$ cat src/rtl/s2p_pkg.sv
// Shared types and constants for the serial_to_parallel receiver.
package s2p_pkg;

    // Default word width and error counter width
    localparam int unsigned S2P_N     = 14;
    localparam int unsigned S2P_ERR_W = 8;

    // State encoding
    localparam logic S2P_HUNT  = 1'b0;
    localparam logic S2P_SHIFT = 1'b1;

    typedef enum logic {
        ST_HUNT  = S2P_HUNT,
        ST_SHIFT = S2P_SHIFT
    } s2p_state_e;

    // Bit-counter width for an n-bit word; never narrower than one bit
    function automatic int unsigned s2p_cnt_w(input int unsigned n);
        return (n > 1) ? $clog2(n) : 1;
    endfunction

endpackage

$ cat src/rtl/serial_to_parallel_if.sv
// Serial input / parallel output bundle for serial_to_parallel.
// err_count exists only when S2P_ERR_CNT_EN is defined.
interface serial_to_parallel_if
    import s2p_pkg::*;
#(
    parameter int unsigned N = S2P_N
) ();

    logic                 data_in;
    logic                 sync_tick;
    logic [N-1:0]         data_out;
    logic                 valid_tick;
    logic                 sync_err;
`ifdef S2P_ERR_CNT_EN
    logic [S2P_ERR_W-1:0] err_count;
`endif

`ifdef S2P_ERR_CNT_EN
    // Stream source / output consumer side
    modport master (
        output data_in,
        output sync_tick,
        input  data_out,
        input  valid_tick,
        input  sync_err,
        input  err_count
    );

    // Deserialiser side
    modport slave (
        input  data_in,
        input  sync_tick,
        output data_out,
        output valid_tick,
        output sync_err,
        output err_count
    );
`else
    // Stream source / output consumer side
    modport master (
        output data_in,
        output sync_tick,
        input  data_out,
        input  valid_tick,
        input  sync_err
    );

    // Deserialiser side
    modport slave (
        input  data_in,
        input  sync_tick,
        output data_out,
        output valid_tick,
        output sync_err
    );
`endif

endinterface

$ cat src/rtl/s2p_err_counter.sv
// Saturating event counter for sync slips.
// Only built when S2P_ERR_CNT_EN is defined; otherwise this file is empty.
`ifdef S2P_ERR_CNT_EN
module s2p_err_counter
    import s2p_pkg::*;
#(
    parameter int unsigned W = S2P_ERR_W
) (
    input  logic         clk,
    input  logic         reset,
    input  logic         inc,
    output logic [W-1:0] count
);

    // Count up on each inc, hold at all-ones
    always_ff @(posedge clk or posedge reset) begin
        if (reset) begin
            count <= '0;
        end else if (inc && (count != '1)) begin
            count <= count + W'(1);
        end
    end

endmodule
`endif

$ cat src/rtl/serial_to_parallel.sv
// LSB-first serial-to-parallel deserialiser with sync_tick word alignment.
// Optional saturating slip counter on err_count: define S2P_ERR_CNT_EN.
module serial_to_parallel
    import s2p_pkg::*;
#(
    parameter int unsigned N = S2P_N
) (
    input  logic                 clk,
    input  logic                 reset,
    serial_to_parallel_if.slave  bus
);

    localparam int unsigned CW   = s2p_cnt_w(N);
    localparam logic [CW-1:0] LAST = CW'(N - 1);

    s2p_state_e    state;
    logic [CW-1:0] count;
    // Bits 0..N-2 of the word in progress; bit N-1 goes straight to data_out
    logic [N-2:0]  shift;
    logic [N-1:0]  data_q;
    logic          valid_q;
    logic          err_q;
    logic          slip_c;

    // sync_tick anywhere but bit 0 of a locked word is a realignment
    assign slip_c = (state == ST_SHIFT) && bus.sync_tick && (count != '0);

    // Lock FSM, bit counter, shift register and registered outputs
    always_ff @(posedge clk or posedge reset) begin
        if (reset) begin
            state   <= ST_HUNT;
            count   <= '0;
            shift   <= '0;
            data_q  <= '0;
            valid_q <= 1'b0;
            err_q   <= 1'b0;
        end else begin
            valid_q <= 1'b0;
            err_q   <= 1'b0;
            case (state)
                ST_HUNT: begin
                    if (bus.sync_tick) begin
                        shift[0] <= bus.data_in;
                        count    <= CW'(1);
                        state    <= ST_SHIFT;
                    end
                end
                ST_SHIFT: begin
                    if (slip_c) begin
                        // Drop the partial word and restart at bit 0; wins over completion
                        shift[0] <= bus.data_in;
                        count    <= CW'(1);
                        err_q    <= 1'b1;
                    end else if (count == LAST) begin
                        data_q  <= {bus.data_in, shift};
                        valid_q <= 1'b1;
                        count   <= '0;
                    end else begin
                        shift[count] <= bus.data_in;
                        count        <= count + CW'(1);
                    end
                end
                default: begin
                    state <= ST_HUNT;
                end
            endcase
        end
    end

    assign bus.data_out   = data_q;
    assign bus.valid_tick = valid_q;
    assign bus.sync_err   = err_q;

`ifdef S2P_ERR_CNT_EN
    // Slip counter; increments on the same edge that raises sync_err
    s2p_err_counter #(
        .W (S2P_ERR_W)
    ) u_err_counter (
        .clk   (clk),
        .reset (reset),
        .inc   (slip_c),
        .count (bus.err_count)
    );
`endif

endmodule
$ cat src/flat_wrapper.sv
// flat-port wrapper written by rule: the top's interface ports become plain ports
module serial_to_parallel_flat import s2p_pkg::*;
#(
    parameter int unsigned N = S2P_N
)
  (clk, reset, bus_data_in, bus_sync_tick, bus_data_out, bus_valid_tick, bus_sync_err);
  serial_to_parallel_if #(.N(N)) bus_i ();
  input  logic clk;
  input  logic reset;
  input wire logic [$bits(bus_i.data_in)-1:0] bus_data_in;
  input wire logic [$bits(bus_i.sync_tick)-1:0] bus_sync_tick;
  output wire logic [$bits(bus_i.data_out)-1:0] bus_data_out;
  output wire logic [$bits(bus_i.valid_tick)-1:0] bus_valid_tick;
  output wire logic [$bits(bus_i.sync_err)-1:0] bus_sync_err;
  assign bus_i.data_in = bus_data_in;
  assign bus_i.sync_tick = bus_sync_tick;
  assign bus_data_out = bus_i.data_out;
  assign bus_valid_tick = bus_i.valid_tick;
  assign bus_sync_err = bus_i.sync_err;
  serial_to_parallel #(.N(N)) u_core (.clk(clk), .reset(reset), .bus(bus_i));
endmodule
$ cat config.mk
export PLATFORM = sky130hd
export DESIGN_NAME = serial_to_parallel_flat
export DESIGN_NICKNAME = d
export VERILOG_FILES = /design/src/rtl/s2p_pkg.sv /design/src/rtl/serial_to_parallel_if.sv /design/src/rtl/s2p_err_counter.sv /design/src/rtl/serial_to_parallel.sv /design/src/flat_wrapper.sv
export SDC_FILE = /design/constraint.sdc
export NUM_CORES = 1
export LEC_CHECK = 0
export ABC_AREA = 0
export CAP_MARGIN = 20
export CORE_MARGIN = 3
export CORE_UTILIZATION = 53
export CTS_CLUSTER_DIAMETER = 40
export DETAILED_ROUTE_END_ITERATION = 10
export PLACE_DENSITY = 0.88
export SLEW_MARGIN = 20
export SYNTH_ARGS = -nofsm -noshare
export SYNTH_HDL_FRONTEND = slang
export SYNTH_SLANG_ARGS = --single-unit
$ cat constraint.sdc
create_clock -name clk -period 2.1 [get_ports clk]
set_input_delay 0.42 -clock clk [delete_from_list [all_inputs] [get_ports clk]]
set_output_delay 0.42 -clock clk [all_outputs]
set_load 0.02 [all_outputs]
# [After elaboration in Yosys (flattened, before gate mapping)]
# Index checks and enable logic that the tools add are counted.
[totals] register_bits=34 latch_bits=0 mem_bits_rw=0 romBits=0 input_bits=4 output_inout_bits=16 word_cells=41 n_memories=0
[op_classes] add_sub_neg=1 n_mul=0 div_mod_pow=0 n_lt_le_gt_ge=2 n_eq_ne=3 shift=0 n_mux=18 n_bitwise=3 n_reduce_logical=7
[op_table] cell="$bwmux W13" count=1
[op_table] cell="$mux W4" count=3
[op_table] cell="$mux W1" count=11
[op_table] cell="$pmux W4 S2" count=1
[op_table] cell="$reduce_and A3 Y1" count=2
[op_table] cell="$lt A4 B5 Y1 const B" count=1
[op_table] cell="$add A4 B1 Y4 const B" count=1
[op_table] cell="$demux W1 S4" count=1
[op_table] cell="$eq A4 B4 Y1 const B" count=1
[op_table] cell="$ge A4 B1 Y1 const B" count=1
[op_table] cell="$reduce_bool A4 Y1" count=1
[op_table] cell="$logic_and A1 B1 Y1" count=3
[op_table] cell="$ne A3 B3 Y1 const B" count=1
[op_table] cell="$not A1 Y1" count=3
[op_table] cell="$ne A2 B2 Y1 const B" count=1
[op_table] cell="$pmux W1 S2" count=1
[op_table] cell="$reduce_and A2 Y1" count=1

# [Logic depth before layout (Yosys ltp)]
# Gate-level depths: netlist of run 1.
[depth] ltp_word=8 mapped_depth=6 ltp_nobuf=3

# [Worst setup path after synthesis of run 1]
# Ideal clock, no wire load.
[synth_path] path_type="in2reg" start="input bus_sync_tick" end="register u_core.shift[12]" setup_time_ns=0.125 t_arrival_ns=1.364 required_ns=1.975 path_slack_ns=0.611 cell_stages=4 n_path_buf=1 cell_sequence="buf_2 -> nor4b_1 -> nand3_1 -> mux2_2"
[synth_via] elab_chain_len=4
[synth_rtl] item="start: declaration" line="flat_wrapper.sv:11" text="input wire logic [$bits(bus_i.sync_tick)-1:0] bus_sync_tick;"
[synth_rtl] item="$logic_and A1 B1 Y1 (2 in a row)" line="serial_to_parallel.sv:26" text="assign slip_c = (state == ST_SHIFT) && bus.sync_tick && (count != '0);"
[synth_rtl] item="$not A1 Y1 (no source line)"
[synth_rtl] item="$reduce_and A3 Y1 (no source line)"
[synth_rtl] item="end signal: indexed assignment" line="serial_to_parallel.sv:59" text="shift[count] <= bus.data_in;"
[synth_rtl] item="end: declaration" line="serial_to_parallel.sv:19" text="logic [N-2:0] shift;"
# Every way passes these cells.
# A chain may end at the register's enable or synchronous reset.

# [Final worst setup path of run 1]
[layout_path] start="register u_core.data_q[6] (netlist: u_core.bus.data_out[6])" end="output bus_data_out[6]"
[layout_rtl] item="start: declaration" line="serial_to_parallel.sv:20" text="logic [N-1:0] data_q;"
[layout_rtl] item="start signal: assignment" line="serial_to_parallel.sv:55" text="data_q <= {bus.data_in, shift};"
[layout_rtl] item="end: declaration" line="flat_wrapper.sv:12" text="output wire logic [$bits(bus_i.data_out)-1:0] bus_data_out;"
# No word-level cell between the ends.

==> impl_metrics.csv, run 1 <==
group,metric,value,unit
synth,synth_cell_types,23,
routing,wl_met1,1.11,mm
critical_path,critPathBufInv,1,
critical_path,critPathKind,"reg2out",
cts,cts_num_sinks,34,
die,die_y,58.3,um
critical_path,slowest_delay,610,ps
place,gp_congestion,0.832,
routing,drt_iter0_drc,40,
cts,htreeDepth,2,
pwr,irDropWorstVdd,0.000670,V
cts,cts_buffers,5,
cts,clockBufferDepth,2,
place,port_buffers,19,
routing,first_pass_iters,4,
grt,grt_pass1_vias,982,
die,initial_utilization,57.0,%
synth,ys_seq_area_share,58.6,%
synth,ys_warn_count,0,
layout,final_util,67.4,%
synth,syn-cell-area,0.00145,sq mm
cts,post_cts_resized,0,
critical_path,path_cells,"clkdlybuf4s50_1",
synth,postSynthCellCount,112,
sta,fin_worst_skew,5.59,ps
critical_path,crit_required,1680,ps
layout,antenna_cells,0,
sta,min_period,1730,ps
critical_path,ff2ff_setup_slack,400,ps
synth,muxShareOfSynthArea,20.9,%
sta,fmax,0.578,GHz
sta,setup_viol,0,
cts,cts.clk_slew.worst_paths,90,ps
synth,synth_edf_count,0,
critical_path,rr_startpoint,"u_core.state",
routing,route.met3.wl,120,um
routing,drc,0,
sta,worst_pin_slew,412,ps
pwr,p_leak,0.810,nW
synth,synth_top_area_cell,"dfrtp_1",
die,rows,18,
critical_path,regToRegEndpoint,"u_core.bus.data_out[12]",
synth,syn-mean-instance-area,13.0,sq um
routing,ant_nets,0,
sta,fin_crit_sh,82.5,%
synth,ys_top_cells_by_area,"dfrtp_1 (59%), mux2_2 (21%), nand2_1 (2.3%)",
cts,insertion_delay,340,ps
critical_path,endpoint_kind,"output pin",
grt,overflow,0,
routing,via_per_inst,5.58,
cts,cts_hold_buf,0,
critical_path,cp_slowest_cell,"clkdlybuf4s50_1",
sta,finalSetupTns,0,ps
synth,synth.top_cell.area_share,58.6,%
critical_path,path_max_fanout,2,
sta,rsz0062_at_grt,"false",
critical_path,worst_path_dominant_cell_family,"buffers and inverters",
die,die_width,58.3,um
die,io_pins,20,
layout,layout-drive-gt1-share,30.4,%
cts,cts_setup_buffers,0,
synth,syn_nets,116,
synth,synth-simple-area-share,12.5,%
synth,synth-adder-area-share,0,%
run,drv_cap,0,
routing,wl_per_cell,15.3,um
place,dp_cells,157,
layout,layout.cells.non_filler,165,
pwr,powerDensity,759,mW/mm^2
routing,vias,921,
routing,wl_met2,1.22,mm
cts,cts_root_buffer,"clkbuf_4",
sta,finalHoldViolations,0,
critical_path,reg2reg_depth,3,
synth,synth_compound_area_share,3.45,%
die,die_area,0.00340,sq mm
worst_hold_path,hp-class,"in2async",
synth,ys_top_cells_by_count,"dfrtp_1 (34), mux2_2 (27), nand2_1 (9)",
layout,fin_nets,138,
cts,cts_tree,"built",
synth,ys_seq_elements,34,
layout,syn2layout_area_growth,18.2,%
grt,grt_pass1_wl,4.44,mm
routing,highest_layer,"met4",
grt,antenna_found_initial,0,
synth,yosys.area_share.xor_xnor,0,%
synth,synth_top_family_by_area,"multiplexers",
grt,grtUsageTotal,17.8,%
layout,fillCellCount,200,
synth,yosys_most_used_dff,"dfrtp_1",
die,coreArea,0.00254,sq mm
run_status,status,"finished clean",
sta,drv_slew,0,
critical_path,start_kind,"flop",
grt,grt_max_degree,35,
sta,slew_headroom,72.5,%
synth,async_flop_share,100,%
routing,wirelength,2.52,mm
critical_path,arrival,1310,ps
place,hpwl,1.74,mm
synth,yosysMostFrequentCell,"dfrtp_1",
## routing by layer
metal  vias up  GRT usage, %
met1       457          23.0
met2        26          26.8
met5         -             0
li1        430             -
met3         8          4.82
met4         0          10.9
## how the worst max path moves through the flow
stage                     slack (ps)  cells past startpoint                   start                      to
after floorplan                  610                      4           bus_sync_tick        u_core.shift[12]
after global placement           180                      5           bus_sync_tick        u_core.shift[12]
after detailed placement         140                      4           bus_sync_tick  u_core.bus.data_out[6]
after CTS                        350                      1  u_core.bus.data_out[6]         bus_data_out[6]
after global routing             310                      1  u_core.bus.data_out[7]         bus_data_out[7]
final                            370                      1  u_core.bus.data_out[6]         bus_data_out[6]
## layout by cell type, fill, tap and decap left out
cell | netlist | final
or2_2 | 1 | 1
nand4_4 | 1 | 1
nor2b_1 | 4 | 4
a211oi_1 | 1 | 1
dfrtp_1 | 34 | 34
nand2_1 | 9 | 9
clkdlybuf4s50_1 | 0 | 19
clkbuf_4 | 0 | 5
nor4b_1 | 1 | 1
mux2_2 | 27 | 27
and2_1 | 1 | 1
a31oi_1 | 1 | 1
clkbuf_1 | 1 | 1
inv_1 | 3 | 3
buf_4 | 1 | 4
clkbuf_8 | 0 | 1
nor3_1 | 2 | 2
a21oi_1 | 4 | 4
nor2_1 | 5 | 5
a211o_1 | 1 | 1
and4bb_2 | 1 | 1
o21bai_1 | 1 | 1
nand3_1 | 6 | 6
nand4b_1 | 1 | 1
clkinv_2 | 0 | 1
## through the flow
stage	hold slack, ps	cell area [sq um]	total power [W]	setup WS, ps
2_1_floorplan	475	1450	0.000890	611
3_3_place_gp	483	1660	0.000933	182
3_5_place_dp	498	1660	0.000945	139
4_1_cts	475	1720	0.00131	345
5_1_grt	507	1720	0.00137	307
6_report	464	1720	0.00130	368
## cells by family (layout without fill, tap and decap cells)
group,count (synthesis),after routing
DFF,34,34
muxes,27,27
buffers and inverters,11,34
and+or+nand+nor,32,32
AOI/OAI and AO/OA,8,8
## state kept, by name, summed over array words and instances (netlist names)
register               count
u_core.bus.data_out       14
u_core.bus.sync_err        1
u_core.bus.valid_tick      1
u_core.count               4
u_core.shift              13
u_core.state               1
## power breakdown
part           internal, W  total (W)  switching (W)
Combinational    0.0000879   0.000160      0.0000723
Clock             0.000162   0.000373       0.000210
Sequential        0.000723   0.000770      0.0000471
Total             0.000973    0.00130       0.000330
## layout make-up
type / count / area (sq um) / area share (%)
timing repair buffer: 23 / 220 / 12.8
clock inverter: 1 / 5.00 / 0.292
clock buffer: 7 / 55.1 / 3.21
sequential: 34 / 851 / 49.6
tap: 30 / 37.5 / 2.19
multi-input combinational: 67 / 536 / 31.2
inverter: 3 / 11.3 / 0.656
## tightest hold or removal path: cells and delay by family
kind	cells	cell delay [ps]
buffers and inverters	3	800
Power figures use the tool's default switching activity.
==> inputs of run 2 (changes only) <==
==> constraint.sdc (replaced) <==
create_clock -name clk -period 1.68 [get_ports clk]
set_input_delay 0.336 -clock clk [delete_from_list [all_inputs] [get_ports clk]]
set_output_delay 0.336 -clock clk [all_outputs]
set_load 0.02 [all_outputs]
==> run 2 against run 1 <==
Net effect: sequential share of layout area decreased by 1.2 points; cell count increased by 3.6%; clock power increased by 7.2%; critical path depth unchanged; via count increased by 0.43%; design area increased by 2.5%; first-iteration DRC count decreased by 28%; critical path type unchanged; largest cell class unchanged; largest power group unchanged.
==> impl_metrics.csv, run 2 (same netlist as run 1, synthesis figures left out) <==
group,metric,value,unit
cts,clockBufferDepth,2,
grt,antenna_found_initial,0,
place,gp_congestion,0.876,
cts,cts_root_buffer,"clkbuf_4",
cts,cts_hold_buf,0,
cts,insertion_delay,330,ps
cts,cts_setup_buffers,0,
die,die_width,58.3,um
grt,overflow,0,
pwr,p_leak,0.871,nW
sta,setup_viol,0,
cts,cts.clk_slew.worst_paths,100,ps
run_status,status,"finished clean",
sta,fin_crit_sh,97.0,%
die,coreArea,0.00254,sq mm
grt,grt_max_degree,35,
grt,grt_pass1_wl,4.40,mm
sta,slew_headroom,72.4,%
critical_path,worst_path_dominant_cell_family,"buffers and inverters",
routing,vias,925,
routing,via_per_inst,5.41,
routing,drt_iter0_drc,29,
die,die_area,0.00340,sq mm
critical_path,ff2ff_setup_slack,140,ps
routing,first_pass_iters,4,
layout,layout-drive-gt1-share,32.6,%
cts,cts_buffers,5,
cts,cts_num_sinks,34,
layout,fin_nets,145,
cts,post_cts_resized,0,
routing,wl_per_cell,14.3,um
critical_path,start_kind,"flop",
sta,worst_pin_slew,413,ps
critical_path,path_max_fanout,2,
layout,final_common_cell,"dfrtp_1",
sta,fin_worst_skew,10.4,ps
critical_path,critPathBufInv,1,
critical_path,critPathKind,"reg2out",
layout,largest_register_ffs,14,
sta,finalSetupTns,0,ps
cts,cts_tree,"built",
die,initial_utilization,57.0,%
layout,syn2layout_area_growth,21.1,%
routing,drc,0,
critical_path,arrival,1290,ps
place,hpwl,1.71,mm
critical_path,slowest_delay,610,ps
layout,layout.cells.non_filler,171,
critical_path,cp_slowest_cell,"clkdlybuf4s50_1",
die,io_pins,20,
die,die_y,58.3,um
layout,antenna_cells,0,
cts,htreeDepth,2,
pwr,irDropWorstVdd,0.000667,V
critical_path,path_cells,"clkdlybuf4s50_1",
sta,drv_slew,0,
routing,ant_nets,0,
grt,grt_pass1_vias,978,
worst_hold_path,hp-class,"in2async",
layout,fillCellCount,188,
pwr,powerDensity,894,mW/mm^2
die,rows,18,
place,dp_cells,164,
layout,mostFrequentLayoutCells,"dfrtp_1 (34), mux2_2 (27), clkdlybuf4s50_1 (17)",
place,port_buffers,19,
critical_path,crit_required,1340,ps
run,drv_cap,0,
critical_path,endpoint_kind,"output pin",
sta,fmax,0.614,GHz
sta,finalHoldViolations,0,
routing,wirelength,2.45,mm
sta,min_period,1630,ps
grt,grtUsageTotal,17.7,%
sta,rsz0062_at_grt,"false",
run 2: cell count changes in the layout (fill, tap and decap cells not counted), sizes merged:
| cell | previous run | this run |
|---|---|---|
| buf | 4 | 11 |
| clkdlybuf4s50 | 19 | 17 |
| clkinv | 1 | 0 |
| dlymetal6s2s | 0 | 2 |
run 2: final timing paths:
path,start,to,depth (start not counted)
min in group clk,u_core.shift[12],u_core.bus.data_out[12],1
min,reset,u_core.shift[0],3
max in group asynchronous,reset,u_core.bus.data_out[4],3
max reg2reg,u_core.count[1],u_core.shift[12],4
min reg2reg,u_core.shift[12],u_core.bus.data_out[12],1
max,u_core.bus.data_out[9],bus_data_out[9],1
run 2: cell type report:
| cell class | count | area, sq um | share of cell area [%] |
|---|---|---|---|
| repair buffers | 30 | 278 | 15.8 |
| inverters | 3 | 11.3 | 0.641 |
| flip-flops and latches | 34 | 851 | 48.4 |
| multi-input cells | 67 | 536 | 30.5 |
| well taps | 30 | 37.5 | 2.14 |
| clock buffers | 7 | 45.0 | 2.56 |
run 2: per-stage QoR:
step	area [sq um]	total power [W]	hold WS, ps	worst slack [ps]	utilization (%)
after CTS	1750	0.00159	392	25.3	68.9
final	1760	0.00157	385	50.4	69.1
after detailed placement	1710	0.00119	490	-162	67.1
after global placement	1710	0.00118	487	-112	67.1
after floorplan	1450	0.00111	475	200	-
after global routing	1760	0.00166	423	1.41	69.1
run 2: per-layer routing:
metal / track usage, % / vias up / share of wire [%]
met5: 0 / - / 0
met4: 11.3 / 0 / 2.6
met3: 6.36 / 9 / 6.7
met2: 26.3 / 28 / 46
met1: 21.9 / 449 / 44
li1: - / 439 / -
run 2: power breakdown:
group | internal, W | total [W] | switching [W]
logic | 0.000119 | 0.000213 | 0.0000939
clock network | 0.000158 | 0.000400 | 0.000243
registers | 0.000904 | 0.000959 | 0.0000554
